<file path="src/rtl/pattern_match_ctrl.sv">
// Sequencing controller for the 256-bit serial pattern decoder: loads a byte-streamed pattern
// MSB-first, then arms rising-edge match detection. Optional macro: PATTERN_MATCH_CTRL_LOAD_TIMEOUT_EN.
module pattern_match_ctrl #(
   parameter int WIDTH  = 256,
   parameter int BYTE_W = 8,
   parameter int CNT_W  = 16
) (
   input  logic              clk,
   input  logic              clr,
   input  logic              start,
   input  logic              disarm,
   input  logic [BYTE_W-1:0] cfg_data,
   input  logic              cfg_valid,
   output logic              cfg_ready,
   output logic              prgm_bit,
   output logic              prgm_en,
   input  logic              match_in,
   output logic              busy,
   output logic              armed,
   output logic              hit,
   output logic [CNT_W-1:0]  hit_count,
   output logic              load_err
);

   localparam int BITS_W = $clog2(WIDTH + 1);
   localparam int POS_W  = (BYTE_W > 1) ? $clog2(BYTE_W) : 1;

   typedef enum logic [1:0] {
      IDLE      = 2'd0,
      LOAD_WAIT = 2'd1,
      SHIFT     = 2'd2,
      ARMED     = 2'd3
   } state_t;

   state_t              state_q, state_d;
   logic [BYTE_W-1:0]   shift_q, shift_d;
   logic [BITS_W-1:0]   bitCnt_q, bitCnt_d;
   logic [POS_W-1:0]    bitPos_q, bitPos_d;
   logic [CNT_W-1:0]    hitCnt_q, hitCnt_d;
   logic                match_q, match_d;
   logic                hit_q, hit_d;
   logic                cfgReady_q, cfgReady_d;
   logic                prgmBit_q, prgmBit_d;
   logic                prgmEn_q, prgmEn_d;
   logic                busy_q, busy_d;
   logic                armed_q, armed_d;
   logic                accept;
   logic                timeout;

   assign accept = (state_q == LOAD_WAIT) && cfgReady_q && cfg_valid;

`ifdef PATTERN_MATCH_CTRL_LOAD_TIMEOUT_EN
   logic [9:0] idleCnt_q;
   logic       loadErr_q;

   assign timeout = (state_q == LOAD_WAIT) && !accept && (idleCnt_q == 10'h3FF);

   always_ff @(posedge clk or negedge clr) begin
      if (!clr) begin
         idleCnt_q <= '0;
         loadErr_q <= 1'b0;
      end else begin
         if (state_q != LOAD_WAIT || accept) begin
            idleCnt_q <= '0;
         end else begin
            idleCnt_q <= idleCnt_q + 10'd1;
         end
         if (state_q == IDLE && start) begin
            loadErr_q <= 1'b0;
         end else if (timeout) begin
            loadErr_q <= 1'b1;
         end
      end
   end

   assign load_err = loadErr_q;
`else
   assign timeout  = 1'b0;
   assign load_err = 1'b0;
`endif

   always_ff @(posedge clk or negedge clr) begin
      if (!clr) begin
         state_q    <= IDLE;
         shift_q    <= '0;
         bitCnt_q   <= '0;
         bitPos_q   <= '0;
         hitCnt_q   <= '0;
         match_q    <= 1'b0;
         hit_q      <= 1'b0;
         cfgReady_q <= 1'b0;
         prgmBit_q  <= 1'b0;
         prgmEn_q   <= 1'b0;
         busy_q     <= 1'b0;
         armed_q    <= 1'b0;
      end else begin
         state_q    <= state_d;
         shift_q    <= shift_d;
         bitCnt_q   <= bitCnt_d;
         bitPos_q   <= bitPos_d;
         hitCnt_q   <= hitCnt_d;
         match_q    <= match_d;
         hit_q      <= hit_d;
         cfgReady_q <= cfgReady_d;
         prgmBit_q  <= prgmBit_d;
         prgmEn_q   <= prgmEn_d;
         busy_q     <= busy_d;
         armed_q    <= armed_d;
      end
   end

   // Outputs are registered copies of the next-state decode, so they line up with state_q.
   always_comb begin
      state_d  = state_q;
      shift_d  = shift_q;
      bitCnt_d = bitCnt_q;
      bitPos_d = bitPos_q;
      hitCnt_d = hitCnt_q;
      match_d  = 1'b0;
      hit_d    = 1'b0;

      unique case (state_q)
         IDLE: begin
            if (start) begin
               state_d  = LOAD_WAIT;
               hitCnt_d = '0;
               bitCnt_d = '0;
               bitPos_d = '0;
            end
         end
         LOAD_WAIT: begin
            if (accept) begin
               shift_d  = cfg_data;
               bitPos_d = '0;
               state_d  = SHIFT;
            end else if (timeout) begin
               state_d = IDLE;
            end
         end
         SHIFT: begin
            shift_d  = shift_q << 1;
            bitCnt_d = bitCnt_q + 1'b1;
            bitPos_d = bitPos_q + 1'b1;
            if (bitPos_q == POS_W'(BYTE_W - 1)) begin
               bitPos_d = '0;
               state_d  = (bitCnt_q == BITS_W'(WIDTH - 1)) ? ARMED : LOAD_WAIT;
            end
         end
         ARMED: begin
            if (disarm) begin
               state_d = IDLE;
            end else if (start) begin
               state_d  = LOAD_WAIT;
               hitCnt_d = '0;
               bitCnt_d = '0;
               bitPos_d = '0;
            end else begin
               match_d = match_in;
               if (match_in && !match_q) begin
                  hit_d = 1'b1;
                  if (hitCnt_q != {CNT_W{1'b1}}) begin
                     hitCnt_d = hitCnt_q + 1'b1;
                  end
               end
            end
         end
         default: state_d = IDLE;
      endcase

      cfgReady_d = (state_d == LOAD_WAIT);
      prgmEn_d   = (state_d == SHIFT);
      prgmBit_d  = (state_d == SHIFT) ? shift_d[BYTE_W-1] : 1'b0;
      busy_d     = (state_d == LOAD_WAIT) || (state_d == SHIFT);
      armed_d    = (state_d == ARMED);
   end

   assign cfg_ready = cfgReady_q;
   assign prgm_bit  = prgmBit_q;
   assign prgm_en   = prgmEn_q;
   assign busy      = busy_q;
   assign armed     = armed_q;
   assign hit       = hit_q;
   assign hit_count = hitCnt_q;

endmodule

</file>
<file path="config.mk">
export PLATFORM = sky130hd
export DESIGN_NAME = pattern_match_ctrl
export DESIGN_NICKNAME = d
export VERILOG_FILES = /design/src/rtl/pattern_match_ctrl.sv
export SDC_FILE = /design/constraint.sdc
export NUM_CORES = 1
export LEC_CHECK = 0
export ABC_AREA = 1
export CORE_ASPECT_RATIO = 0.9
export CORE_MARGIN = 4
export CORE_UTILIZATION = 49
export DETAILED_ROUTE_END_ITERATION = 7
export PLACE_DENSITY = 0.76
export RECOVER_POWER = 50
export SYNTH_ARGS = -nofsm -noshare
export SYNTH_HDL_FRONTEND = slang
export SYNTH_SLANG_ARGS = --single-unit
export TNS_END_PERCENT = 20
</file>
<file path="constraint.sdc">
create_clock -name clk -period 2 [get_ports clk]
set_input_delay 0.2 -clock clk [delete_from_list [all_inputs] [get_ports clk]]
set_output_delay 0.2 -clock clk [all_outputs]
set_load 0.02 [all_outputs]
</file>
### Word-level counts from Yosys, hierarchy flattened

Index checks and enable logic that the tools add are counted.

| storage, ports and cells | value |
|---|---|
| flip-flop bits (word level) | 45 |
| input bits | 14 |
| output and inout port bits | 23 |
| word-level logic and storage cells | 73 |

| cells by class | value |
|---|---|
| add/subtract/negate cells | 3 |
| equal/unequal tests | 14 |
| muxes and demuxes | 30 |
| reduce and logical (&&, ||, !) cells | 13 |

Operators by type and width:

| kind | number |
|---|---|
| $mux 16 | 5 |
| $pmux 16 s2 | 1 |
| $pmux 9 s3 | 1 |
| $mux 9 | 2 |
| $add 16x1->16 const B | 1 |
| $ne 16x16->1 const B | 1 |
| $pmux 8 s2 | 1 |
| $mux 3 | 4 |
| $pmux 3 s4 | 1 |
| $mux 2 | 5 |
| $add 9x1->9 const B | 1 |
| $eq 9x8->1 const B | 1 |
| $eq 2x2->1 const B | 4 |
| $mux 1 | 8 |
| $mux 8 | 1 |
| $pmux 2 s4 | 1 |
| $ne 2x2->1 const B | 3 |
| $ne 3x3->1 const B | 2 |
| $reduce_and 2->1 | 3 |
| $reduce_and 5->1 | 1 |
| $eq 2x1->1 const B | 2 |
| $reduce_bool 2->1 | 2 |
| $add 3x1->3 const B | 1 |
| $eq 3x3->1 const B | 1 |
| 5 further kinds | 7 |

### Longest topological paths before layout

Gate-level depths: netlist of run 1.

| depth | value |
|---|---|
| depth in word-level cells | 7 |
| depth in mapped cells | 12 |
| gate-level depth less buffers | 12 |

### Worst setup path after synthesis of run 1

No wires, ideal clock.

| path | value |
|---|---|
| path kind | register to register |
| from | reg bitCnt_q[0] |
| to | reg prgmBit_q, in the netlist prgm_bit |
| setup time | 127 ps |
| arrival time | 1,756 ps |
| data required time | 1,873 ps |
| setup slack | 117 ps |
| cell stages (with the launch flop) | 12 |
| buffers on the path | 0 |
| period minus slack after synthesis | 1,883 ps |
| cell sequence | dfrtp_1 -> ha_1 -> nand3_1 -> nor2_1 -> ha_1 -> nand3_1 -> nand2_1 -> o21bai_1 -> a21boi_0 -> inv_1 -> ha_1 -> a21boi_0 |

| between the ends | value |
|---|---|
| longest elaborated chain between the ends | 6 |

Ends and longest elaborated chain:

| element | RTL line | RTL |
|---|---|---|
| from (decl) | 37 | `logic [BITS_W-1:0] bitCnt_q, bitCnt_d;` |
| from (signal assigned) | 99 | `bitCnt_q <= bitCnt_d;` |
| $eq 9x8->1 | 146 | `state_d = (bitCnt_q == BITS_W'(WIDTH - 1)) ? ARMED : LOAD_WAIT;` |
| $mux 2 | 146 |  |
| $mux 2 | 144 | `if (bitPos_q == POS_W'(BYTE_W - 1)) begin` |
| $pmux 2 s4 | 122 | `unique case (state_q)` |
| net state_d[1] | 35 | `state_t state_q, state_d;` |
| $eq 2x2->1 | - |  |
| net prgmEn_d | 44 | `logic prgmEn_q, prgmEn_d;` |
| $mux 1 | 172 | `prgmBit_d = (state_d == SHIFT) ? shift_d[BYTE_W-1] : 1'b0;` |
| net prgmBit_d | 43 | `logic prgmBit_q, prgmBit_d;` |
| to (signal assigned) | 105 | `prgmBit_q <= prgmBit_d;` |
| to (decl) | 43 |  |

The timed path passes the listed nets, and every way through them passes these cells.
A chain may end at the register's enable or synchronous reset.

### Final worst setup path of run 1

| path | value |
|---|---|
| from | reg state_q[0] |
| to | reg prgmBit_q, in the netlist prgm_bit |

| between the ends | value |
|---|---|
| longest elaborated chain between the ends | 7 |
| elaborated cells on any way between the ends | 15 |
| classes of those cells | 4 x eq/ne; 8 x mux; 3 x reduce/logical |

Ends and longest elaborated chain:

| element | RTL line | RTL |
|---|---|---|
| from (decl) | 35 |  |
| from (signal assigned) | 97 | `state_q <= state_d;` |
| $eq 2x1->1 | 50, 122 |  |
| $logic_and 1x1->1 (2 in a row) | 50 | `assign accept = (state_q == LOAD_WAIT) && cfgReady_q && cfg_valid;` |
| $mux 2 | 132 | `if (accept) begin` |
| $pmux 2 s4 (*) | 122 |  |
| net state_d[0] | 35 |  |
| $eq 2x2->1 (*) | - |  |
| net prgmEn_d | 44 |  |
| $mux 1 (*) | 172 |  |
| net prgmBit_d | 43 |  |

Mark *: on every way through the listed nets, which the timed path passes. The rest lies on a longest branch. The select of a mux whose other input is x is not followed.

==> results of run 1 <==
## cells by family after synthesis
group / after synthesis / synth area share [%]
xor gates and xnor gates: 1 / 0.346
AOI/OAI and AO/OA: 53 / 12.5
DFF: 45 / 44.5
adders and majority gates: 13 / 6.42
other: 1 / 0.148
muxes: 1 / 0.395
buffers and inverters: 41 / 6.72
and+or+nand+nor: 176 / 29.0
## synth_stat cells (all sizes together)
master	count	share of area [%]
clkbuf	2	0.30
xnor2	1	0.35
nand2	100	15
o21bai	4	1.2
a22oi	6	1.8
dfrtp	45	44
o21a	2	0.59
a32o	1	0.40
inv	32	4.7
ha	13	6.4
nand3b	2	0.59
buf	6	1.5
nor3	5	0.99
nand4	1	0.25
nand3	21	4.3
mux2i	1	0.40
clkinv	1	0.15
a31oi	2	0.49
o21ai	16	3.3
a21oi	17	3.4
nor4	1	0.25
a21boi	2	0.59
o22ai	1	0.25
o31ai	1	0.30
nor2	45	7.0
or2	1	0.25
conb	1	0.15
o211ai	1	0.30
## final timing paths
path / start / slack [ps] / end / cells past startpoint
worst min register to register: match_q / 470 / hit / 1
worst max register to register: state_q[0] / 20 / prgm_bit / 9
worst min-delay path: match_q / 470 / hit / 1
max in group asynchronous: clr / 520 / hit_count[9] / 2
min in group asynchronous: clr / 710 / shift_q[2] / 2
worst max-delay path: state_q[0] / 20 / prgm_bit / 9
## power breakdown
group	total [mW]	leakage [nW]	internal (mW)	switching (mW)
Sequential	1.18	0.609	1.08	0.101
Combinational	1.45	0.787	0.573	0.880
Clock	0.551	0.0395	0.249	0.302
Total	3.18	1.44	1.90	1.28
## sequential cells by signal, summed over array words and instances (netlist names)
| register | cells |
|---|---|
| hit_count | 16 |
| prgm_en | 1 |
| prgm_bit | 1 |
| cfg_ready | 1 |
| bitPos_q | 3 |
| state_q | 2 |
| hit | 1 |
| bitCnt_q | 9 |
| armed | 1 |
| match_q | 1 |
| shift_q | 8 |
| busy | 1 |
## layout make-up
cell class                      instances  area, um2
Fill cell                             450       1750
Multi-Input combinational cell        245       1250
Sequential cell                        45       1130
Timing Repair Buffer                   55        505
Inverter                               33        124
Tap cell                               65       81.3
Clock buffer                            8       80.1
## routing by layer
metal | track usage (%) | vias to the layer above | part of all wire [%]
li1 | - | 1177 | -
met1 | 27.2 | 1075 | 49
met2 | 27.8 | 62 | 43
met3 | 3.78 | 13 | 5.8
met4 | 6.43 | 0 | 1.9
met5 | 0 | - | 0
## worst reg2reg max path, cell delays in order (launching register included)
cell,delay (ps)
sky130_fd_sc_hd__dfrtp_1,420
sky130_fd_sc_hd__buf_4,150
sky130_fd_sc_hd__ha_1,200
sky130_fd_sc_hd__buf_4,150
sky130_fd_sc_hd__a21oi_1,180
sky130_fd_sc_hd__o21ai_0,110
sky130_fd_sc_hd__or2_2,320
sky130_fd_sc_hd__inv_1,70
sky130_fd_sc_hd__ha_1,160
sky130_fd_sc_hd__a21boi_1,160
## metrics by stage
step | power, mW | setup TNS, ps | utilization, %
after floorplan | 2.12 | 0 | -
after global placement | 2.52 | 0 | 61.2
after CTS | 3.10 | 0 | 63.1
after global routing | 3.47 | -227 | 64.4
final | 3.18 | 0 | 64.4
after detailed placement | 2.55 | -34.4 | 61.2
## repair_timing
action,4_1_cts,5_1_grt
setup endpoints to repair,3,7
buffers inserted,0,7
pin swaps,0,2
hold buffers,1,0
hold endpoints to repair,22,0
resized for setup,1,7
==> run metrics, run 1 <==
Placed Instances=between 400 and 500; most frequent standard cell in the layout excluding fill and tap cells=sky130_fd_sc_hd__nand2_1; number of nets at the end of the flow=412; DR vias=2,327; via/cell ratio=5.16; final worst clock skew=4.90 ps; top achievable clock speed=0.504 GHz; Data required, critical path=2220 ps; number of flip-flops and latches in the synthesized netlist=45; clock insertion delay at the later pin of the skew report=just under 300 ps; initial standard-cell utilization of the core=51.4%; transition time of the tightest slew-check pin=between 1000 and 1500 ps; first-pass GRT wire length=10,000 um; post-detailed-route count of antenna-violating nets=0; CTS Sinks=45; Seq/Total Area, Yosys=about 44%; Synthesis Warnings=0; final hold violation count=0; data arrival time of the critical path=2210 ps; clock-pin transition on the worst setup and hold timing paths=80 ps; Congestion Overflow GR=0; Max Fanout on Critical Path=4; path class of the lowest-slack min-delay path=reg2reg; largest net degree at the start of global routing=24; non-filler cells in the finished layout=451; vias in the first global route=2,216; row count=24; Ant. Diodes=0; average size of a mapped cell=approximately 7.7 um2; minimum hold slack=470 ps; Clock Tree Buf Depth=2; Leakage=approximately 1.4 nW; per-cell routed wire length=12.9 um; max_cap viols=0; Core Footprint=4920 um2; maximum vdd drop=0.748 mV; vertical extent of the die=76.2 um; kind of cell adding the most delay to the critical path=compound AO/OA/AOI/OAI gates; slack of the critical path=16.9 ps; outcome=finished clean; Tcrit/Tclk final=99.2%; horizontal extent of the die=~84 um; drt total wl=just under 6000 um; Area Growth Syn to Fin=25.2%; clock tree root buffer cell=sky130_fd_sc_hd__clkbuf_8; kind of capture point of the worst setup path=flop; global placer's final weighted congestion=just under 0.9; cell area power density=roughly 1000 nW/um2; buffer and inverter count on the worst path=3; CP cell instances=buf_4 > ha_1 > buf_4 > a21oi_1 > o21ai_0 > or2_2 > inv_1 > ha_1 > a21boi_1; Gate Count Post-Synth=331; crit start category=flop; number of DRC violations after detailed-routing iteration 0=136; CTS Buf Count=5; Relative slew margins=between 10 and 15%; Area after DPL=3020 um2; worst slack after detailed placement=-24.2 ps; Tmin final=1980 ps; detailed-route DRC error count=0; Final setup violation count=0; setup repair after global routing missed its margin=yes; count of input and output buffers=35; global router's overall resource usage=18.8%; total standard cell area after synthesis=approximately 2500 um2; CTS tree=yes; initial antenna violation count=0; type of the setup path with the least slack=reg2reg; commonest non-fill, non-tap cells in the layout=sky130_fd_sc_hd__nand2_1 (97), sky130_fd_sc_hd__dfrtp_1 (45), sky130_fd_sc_hd__nor2_1 (44); HPWL Detailed=around 4200 um; final-report max-slew violation count=0; H-tree Lvls=2; die area=6380 um2; first-pass iteration count of the detailed router=4; number of primary I/O pins=37; Max stage delay cell, worst path=sky130_fd_sc_hd__dfrtp_1; delay contributed by the slowest stage of the critical path=420 ps; area of all placed cells without fillers=3170 um2; layout cell share with drive strength beyond 1=9.07%; number of nets in the synthesized netlist=358; number of different library cells in the post-synthesis netlist=36
Note: power is estimated with default switching activity, not from simulation.
==> run 2: changes to the inputs <==
==> constraint.sdc (replaced) <==
create_clock -name clk -period 2 [get_ports clk]
set_input_delay 0.4 -clock clk [delete_from_list [all_inputs] [get_ports clk]]
set_output_delay 0.4 -clock clk [all_outputs]
set_load 0.02 [all_outputs]
==> run metrics, run 2 (same netlist as run 1, synthesis figures left out) <==
data arrival time of the critical path=2080 ps (was 2210 ps); number of nets at the end of the flow=414 (was 412); Data required, critical path=2200 ps (was 2220 ps); kind of capture point of the worst setup path=flop (unchanged); Final setup violation count=0 (unchanged); CTS Sinks=45 (unchanged); HPWL Detailed=4180 um (was 4200 um); number of DRC violations after detailed-routing iteration 0=204 (was 136); cell repeated most along the worst path=sky130_fd_sc_hd__ha_2; final-report max-slew violation count=0 (unchanged); via/cell ratio=5.11 (was 5.16); count of input and output buffers=35 (unchanged); largest net degree at the start of global routing=24 (unchanged); Area after DPL=3040 um2 (was 3020 um2); first-pass GRT wire length=9890 um (was 10,000 um); transition time of the tightest slew-check pin=1210 ps (was 1290 ps); path class of the lowest-slack min-delay path=in2async (was reg2reg); detailed-route DRC error count=0 (unchanged); initial standard-cell utilization of the core=51.4% (unchanged); global placer's final weighted congestion=0.913 (was 0.891); H-tree Lvls=2 (unchanged); number of primary I/O pins=37 (unchanged); Ant. Diodes=0 (unchanged); type of the setup path with the least slack=reg2reg (unchanged); kind of cell adding the most delay to the critical path=adder cells (was compound AO/OA/AOI/OAI gates); first-pass iteration count of the detailed router=5 (was 4); Tcrit/Tclk final=94.2% (was 99.2%); Area Growth Syn to Fin=25.1% (was 25.2%); final hold violation count=0 (unchanged); vias in the first global route=2,210 (was 2,216); max_cap viols=0 (unchanged); delay contributed by the slowest stage of the critical path=390 ps (was 420 ps); vertical extent of the die=76.2 um (unchanged); commonest non-fill, non-tap cells in the layout=sky130_fd_sc_hd__nand2_1 (97), sky130_fd_sc_hd__dfrtp_1 (45), sky130_fd_sc_hd__nor2_1 (44) (unchanged); buffer and inverter count on the worst path=2 (was 3); row count=24 (unchanged); clock tree root buffer cell=sky130_fd_sc_hd__clkbuf_8 (unchanged); Relative slew margins=19.1% (was 14.1%); Max Fanout on Critical Path=2 (was 4); worst slack after detailed placement=-32.8 ps (was -24.2 ps); clock insertion delay at the later pin of the skew report=290 ps (about the same); outcome=finished clean (unchanged); Max stage delay cell, worst path=sky130_fd_sc_hd__dfrtp_1 (unchanged); drt total wl=5570 um (was 5800 um); CP cell instances=ha_2 > nand3_1 > nor2_1 > ha_1 > nand3_2 > nand2_1 > o21bai_1 > a21boi_2 > inv_2 > ha_2 > inv_1 (was buf_4 > ha_1 > buf_4 > a21oi_1 > o21ai_0 > or2_2 > inv_1 > ha_1 > a21boi_1); final worst clock skew=2.04 ps (was 4.90 ps); Largest register FFs=16 (unchanged); most frequent standard cell in the layout excluding fill and tap cells=sky130_fd_sc_hd__nand2_1 (unchanged); maximum vdd drop=0.792 mV (was 0.748 mV); crit start category=flop (unchanged); layout cell share with drive strength beyond 1=10.1% (was 9.07%); Leakage=1.44 nW (about the same); total negative slack for setup checks=0 ps (unchanged); initial antenna violation count=0 (unchanged); Pwr Total=3.26 mW (was 3.18 mW); Tmin final=1880 ps (was 1980 ps); Core Footprint=4920 um2 (unchanged); CTS tree=yes (unchanged); per-cell routed wire length=12.3 um (was 12.9 um); utilization after layout=64.4% (about the same); top achievable clock speed=0.531 GHz (was 0.504 GHz); post-detailed-route count of antenna-violating nets=0 (unchanged); CTS Buf Count=5 (unchanged); global router's overall resource usage=18.4% (was 18.8%); Clock Tree Buf Depth=2 (unchanged); horizontal extent of the die=83.8 um (unchanged); die area=6380 um2 (unchanged); DR vias=2,311 (was 2,327); slack of the critical path=117 ps (was 16.9 ps); Congestion Overflow GR=0 (unchanged); cell area power density=1030 nW/um2 (was 1000 nW/um2); clock-pin transition on the worst setup and hold timing paths=80 ps (about the same); area of all placed cells without fillers=3170 um2 (about the same)
[run 2: cell count changes in the layout (fill, tap and decap cells not counted), sizes merged]
cell	before	now
clkdlybuf4s50	34	32
clkbuf	10	11
buf	18	19
dlygate4sd3	1	2
[run 2: final timing paths]
check,start,end,slack (ps),depth (start not counted)
setup / recovery,bitCnt_q[0],busy,120,11
hold / removal,clr,shift_q[2],330,1
setup reg to reg,bitCnt_q[0],busy,120,11
hold reg to reg,match_q,hit,470,1
max in group asynchronous,clr,hit_count[3],500,2
min in group clk,match_q,hit,470,1
[run 2: worst register-to-register path: cells and delay by family (launching register included)]
| family | cells | cell delay [ps] |
|---|---|---|
| AO/OA/AOI/OAI | 2 | 350 |
| adder cells (fa/ha/maj) | 3 | 680 |
| buffers and inverters | 2 | 90 |
| flip-flops | 1 | 390 |
| AND/OR/NAND/NOR | 4 | 270 |
[run 2: repair_timing]
action | CTS | global route
pin swaps | 0 | 1
resized for setup | 1 | 7
hold buffers | 0 | 0
buffers inserted | 0 | 7
setup endpoints to repair | 3 | 7
[run 2: cell type report]
cell class	instances	area, um2
inverter	33	124
clock buffer	7	86.3
fill	413	1760
sequential	45	1130
multi-input combinational	245	1250
tap	65	81.3
timing repair buffer	57	499
[run 2: per-layer routing]
metal  up-vias  track usage, %  part of all wire (%)
met5         -               0                     0
met4         0            4.34                   1.1
met3         8            4.22                   6.9
met2        74            29.1                    45
met1      1051            25.7                    47
li1       1178               -                     -
[run 2: report_power, final]
group          internal (mW)  total (mW)  switching, mW
combinational          0.608        1.51          0.905
clock                  0.275       0.571          0.296
sequential              1.08        1.18          0.101
total                   1.96        3.26           1.30
[run 2: per-stage QoR]
step / hold WS [ps] / cells
finish: 333 / 452
global route: 441 / 452
CTS: 99.1 / 445
detailed placement: 418 / 438
global placement: 410 / 438
floorplan: 104 / 331
==> run 3: changes to the inputs <==
Settings changed: HOLD_SLACK_MARGIN from default to 0.1.
==> run metrics, run 3 (same netlist as run 1, synthesis figures left out) <==
outcome=finished clean (unchanged); post-detailed-route count of antenna-violating nets=0 (unchanged); Final setup violation count=0 (unchanged); cell-internal power=1.96 mW (about the same); horizontal extent of the die=83.8 um (unchanged); length in cells of the worst reg-to-reg path=11 (unchanged); Worst Setup SP=bitCnt_q[0] (unchanged); switching power summed over all nets=1.30 mW (about the same); transition time of the tightest slew-check pin=1240 ps (was 1210 ps); most frequent standard cell in the layout excluding fill and tap cells=sky130_fd_sc_hd__nand2_1 (unchanged); HPWL Detailed=4180 um (unchanged); r2r endpoint=busy (unchanged); first-pass iteration count of the detailed router=5 (unchanged); cell area power density=1030 nW/um2 (about the same); data arrival time of the critical path=2090 ps (was 2080 ps); hold-critical path depth=1; Tmin final=1890 ps (was 1880 ps); kind of capture point of the worst setup path=flop (unchanged); clock tree root buffer cell=sky130_fd_sc_hd__clkbuf_8 (unchanged); die area=6380 um2 (unchanged); top achievable clock speed=0.530 GHz (was 0.531 GHz); Congestion Overflow GR=0 (unchanged); CTS Buf Count=5 (unchanged); global placer's final weighted congestion=0.913 (unchanged); largest net degree at the start of global routing=24 (unchanged); FF+latch area=1130 um2 (unchanged); CTS Sinks=45 (unchanged); worst slack after detailed placement=-32.8 ps (unchanged); Core Footprint=4920 um2 (unchanged); vias in the first global route=2,212 (was 2,210); number of DRC violations after detailed-routing iteration 0=228 (was 204); number of nets at the end of the flow=415 (was 414); via/cell ratio=5.13 (was 5.11); Leakage=1.45 nW (was 1.44 nW); DR vias=2,326 (was 2,311); initial standard-cell utilization of the core=51.4% (unchanged); row count=24 (unchanged); number of fill cells=410 (was 413); per-cell routed wire length=12.3 um (about the same); count of input and output buffers=35 (unchanged); Ant. Diodes=0 (unchanged); proportion of power drawn by the clock network=17.5% (about the same); part of the total power dissipated in sequential elements=36.1% (was 36.2%); Multi-input gate area=1250 um2 (unchanged); CTS tree=yes (unchanged); vertical extent of the die=76.2 um (unchanged); detailed-route DRC error count=0 (unchanged); final hold violation count=0 (unchanged); type of the setup path with the least slack=reg2reg (unchanged); first-pass GRT wire length=9910 um (was 9890 um); drt total wl=5580 um (was 5570 um); initial antenna violation count=0 (unchanged); Largest register FFs=16 (unchanged); H-tree Lvls=2 (unchanged); commonest non-fill, non-tap cells in the layout=sky130_fd_sc_hd__nand2_1 (97), sky130_fd_sc_hd__dfrtp_1 (45), sky130_fd_sc_hd__nor2_1 (44) (unchanged); global router's overall resource usage=18.4% (about the same); path class of the lowest-slack min-delay path=reg2reg (was in2async); number of primary I/O pins=37 (unchanged); clock-pin transition on the worst setup and hold timing paths=80 ps (about the same); fraction of power consumed by combinational cells=46.4% (about the same); final-report max-slew violation count=0 (unchanged); layout cell share with drive strength beyond 1=10.1% (about the same); Area Growth Syn to Fin=25.8% (was 25.1%); minimum hold slack=467 ps (was 333 ps); Tcrit/Tclk final=94.4% (was 94.2%); clock insertion delay at the later pin of the skew report=290 ps (about the same); Clock Tree Buf Depth=2 (unchanged); Relative slew margins=17.1% (was 19.1%); slack of the critical path=112 ps (was 117 ps); register-to-register setup slack=110 ps (was 120 ps); max_cap viols=0 (unchanged); critical hold path startpoint=match_q; Data required, critical path=2200 ps (about the same); Crit Reg-Reg Startpoint=bitCnt_q[0] (unchanged); final worst clock skew=3.13 ps (was 2.04 ps); switching share of total power=39.9% (about the same); crit start category=flop (unchanged); worst min-delay path endpoint=hit; Max Fanout on Critical Path=2 (unchanged); maximum vdd drop=0.783 mV (was 0.792 mV)
==> run 3: cell count changes in the layout (fill, tap and decap cells not counted) <==
cell,before,now
sky130_fd_sc_hd__clkbuf_2,1,0
sky130_fd_sc_hd__buf_6,0,1
sky130_fd_sc_hd__dlygate4sd3_1,2,3
==> run 3: power by group through the flow <==
stage                     clock (mW)  sequential, mW  combinational [mW]
after global routing           0.621            1.20                1.70
final                          0.572            1.18                1.51
after CTS                      0.582            1.18                1.41
after floorplan                    0            1.23               0.895
after detailed placement           0            1.20                1.40
after global placement             0            1.20                1.36
==> run 3: layout make-up <==
type	instances	area share (%)
well taps	65	2.55
repair buffers	58	16.2
flip-flops and latches	45	35.3
multi-input cells	245	39.3
clock buffers	7	2.71
inverters	33	3.89
==> run 3: stage by stage <==
step                instances  utilization (%)  power [mW]  setup TNS (ps)  area [um2]
detailed placement        438             61.7        2.60           -55.3        3040
floorplan                 331                -        2.12               0        2530
global placement          438             61.7        2.56               0        3040
finish                    453             64.7        3.27               0        3190
global route              453             64.7        3.52           -31.2        3190
CTS                       446             63.6        3.18               0        3130
==> run 3: worst max-delay path by stage <==
stage / endpoint / slack, ps / depth (start not counted)
after floorplan: prgm_bit / 120 / 11
after global routing: prgm_bit / -30 / 10
final: busy / 110 / 11
after CTS: prgm_bit / 50 / 11
after global placement: prgm_bit / 20 / 11
after detailed placement: prgm_bit / -30 / 11
==> run 3: worst max-delay path: stages (launching register included) <==
cell                       delay (ps)
sky130_fd_sc_hd__dfrtp_1          400
sky130_fd_sc_hd__ha_2             190
sky130_fd_sc_hd__nand3_1           90
sky130_fd_sc_hd__nor2_1            60
sky130_fd_sc_hd__ha_1             190
sky130_fd_sc_hd__nand3_2           70
sky130_fd_sc_hd__nand2_1           50
sky130_fd_sc_hd__o21bai_1         160
sky130_fd_sc_hd__a21boi_2         190
sky130_fd_sc_hd__inv_2             60
sky130_fd_sc_hd__ha_2             300
sky130_fd_sc_hd__inv_1             30
==> run 3: routing by layer <==
layer	routed length (um)	global-route usage [%]
met1	2670	25.8
met2	2500	29.1
met3	360	4.22
met4	46	4.34
met5	0	0
==> run 3: timing repair <==
item                                    CTS  global route
cloned                                    0             0
endpoints found under the setup margin    3             7
buffers inserted                          0             7
endpoints found under the hold margin     3             0
gates resized for setup                   1             7
pin swaps                                 0             1
hold buffers                              1             0
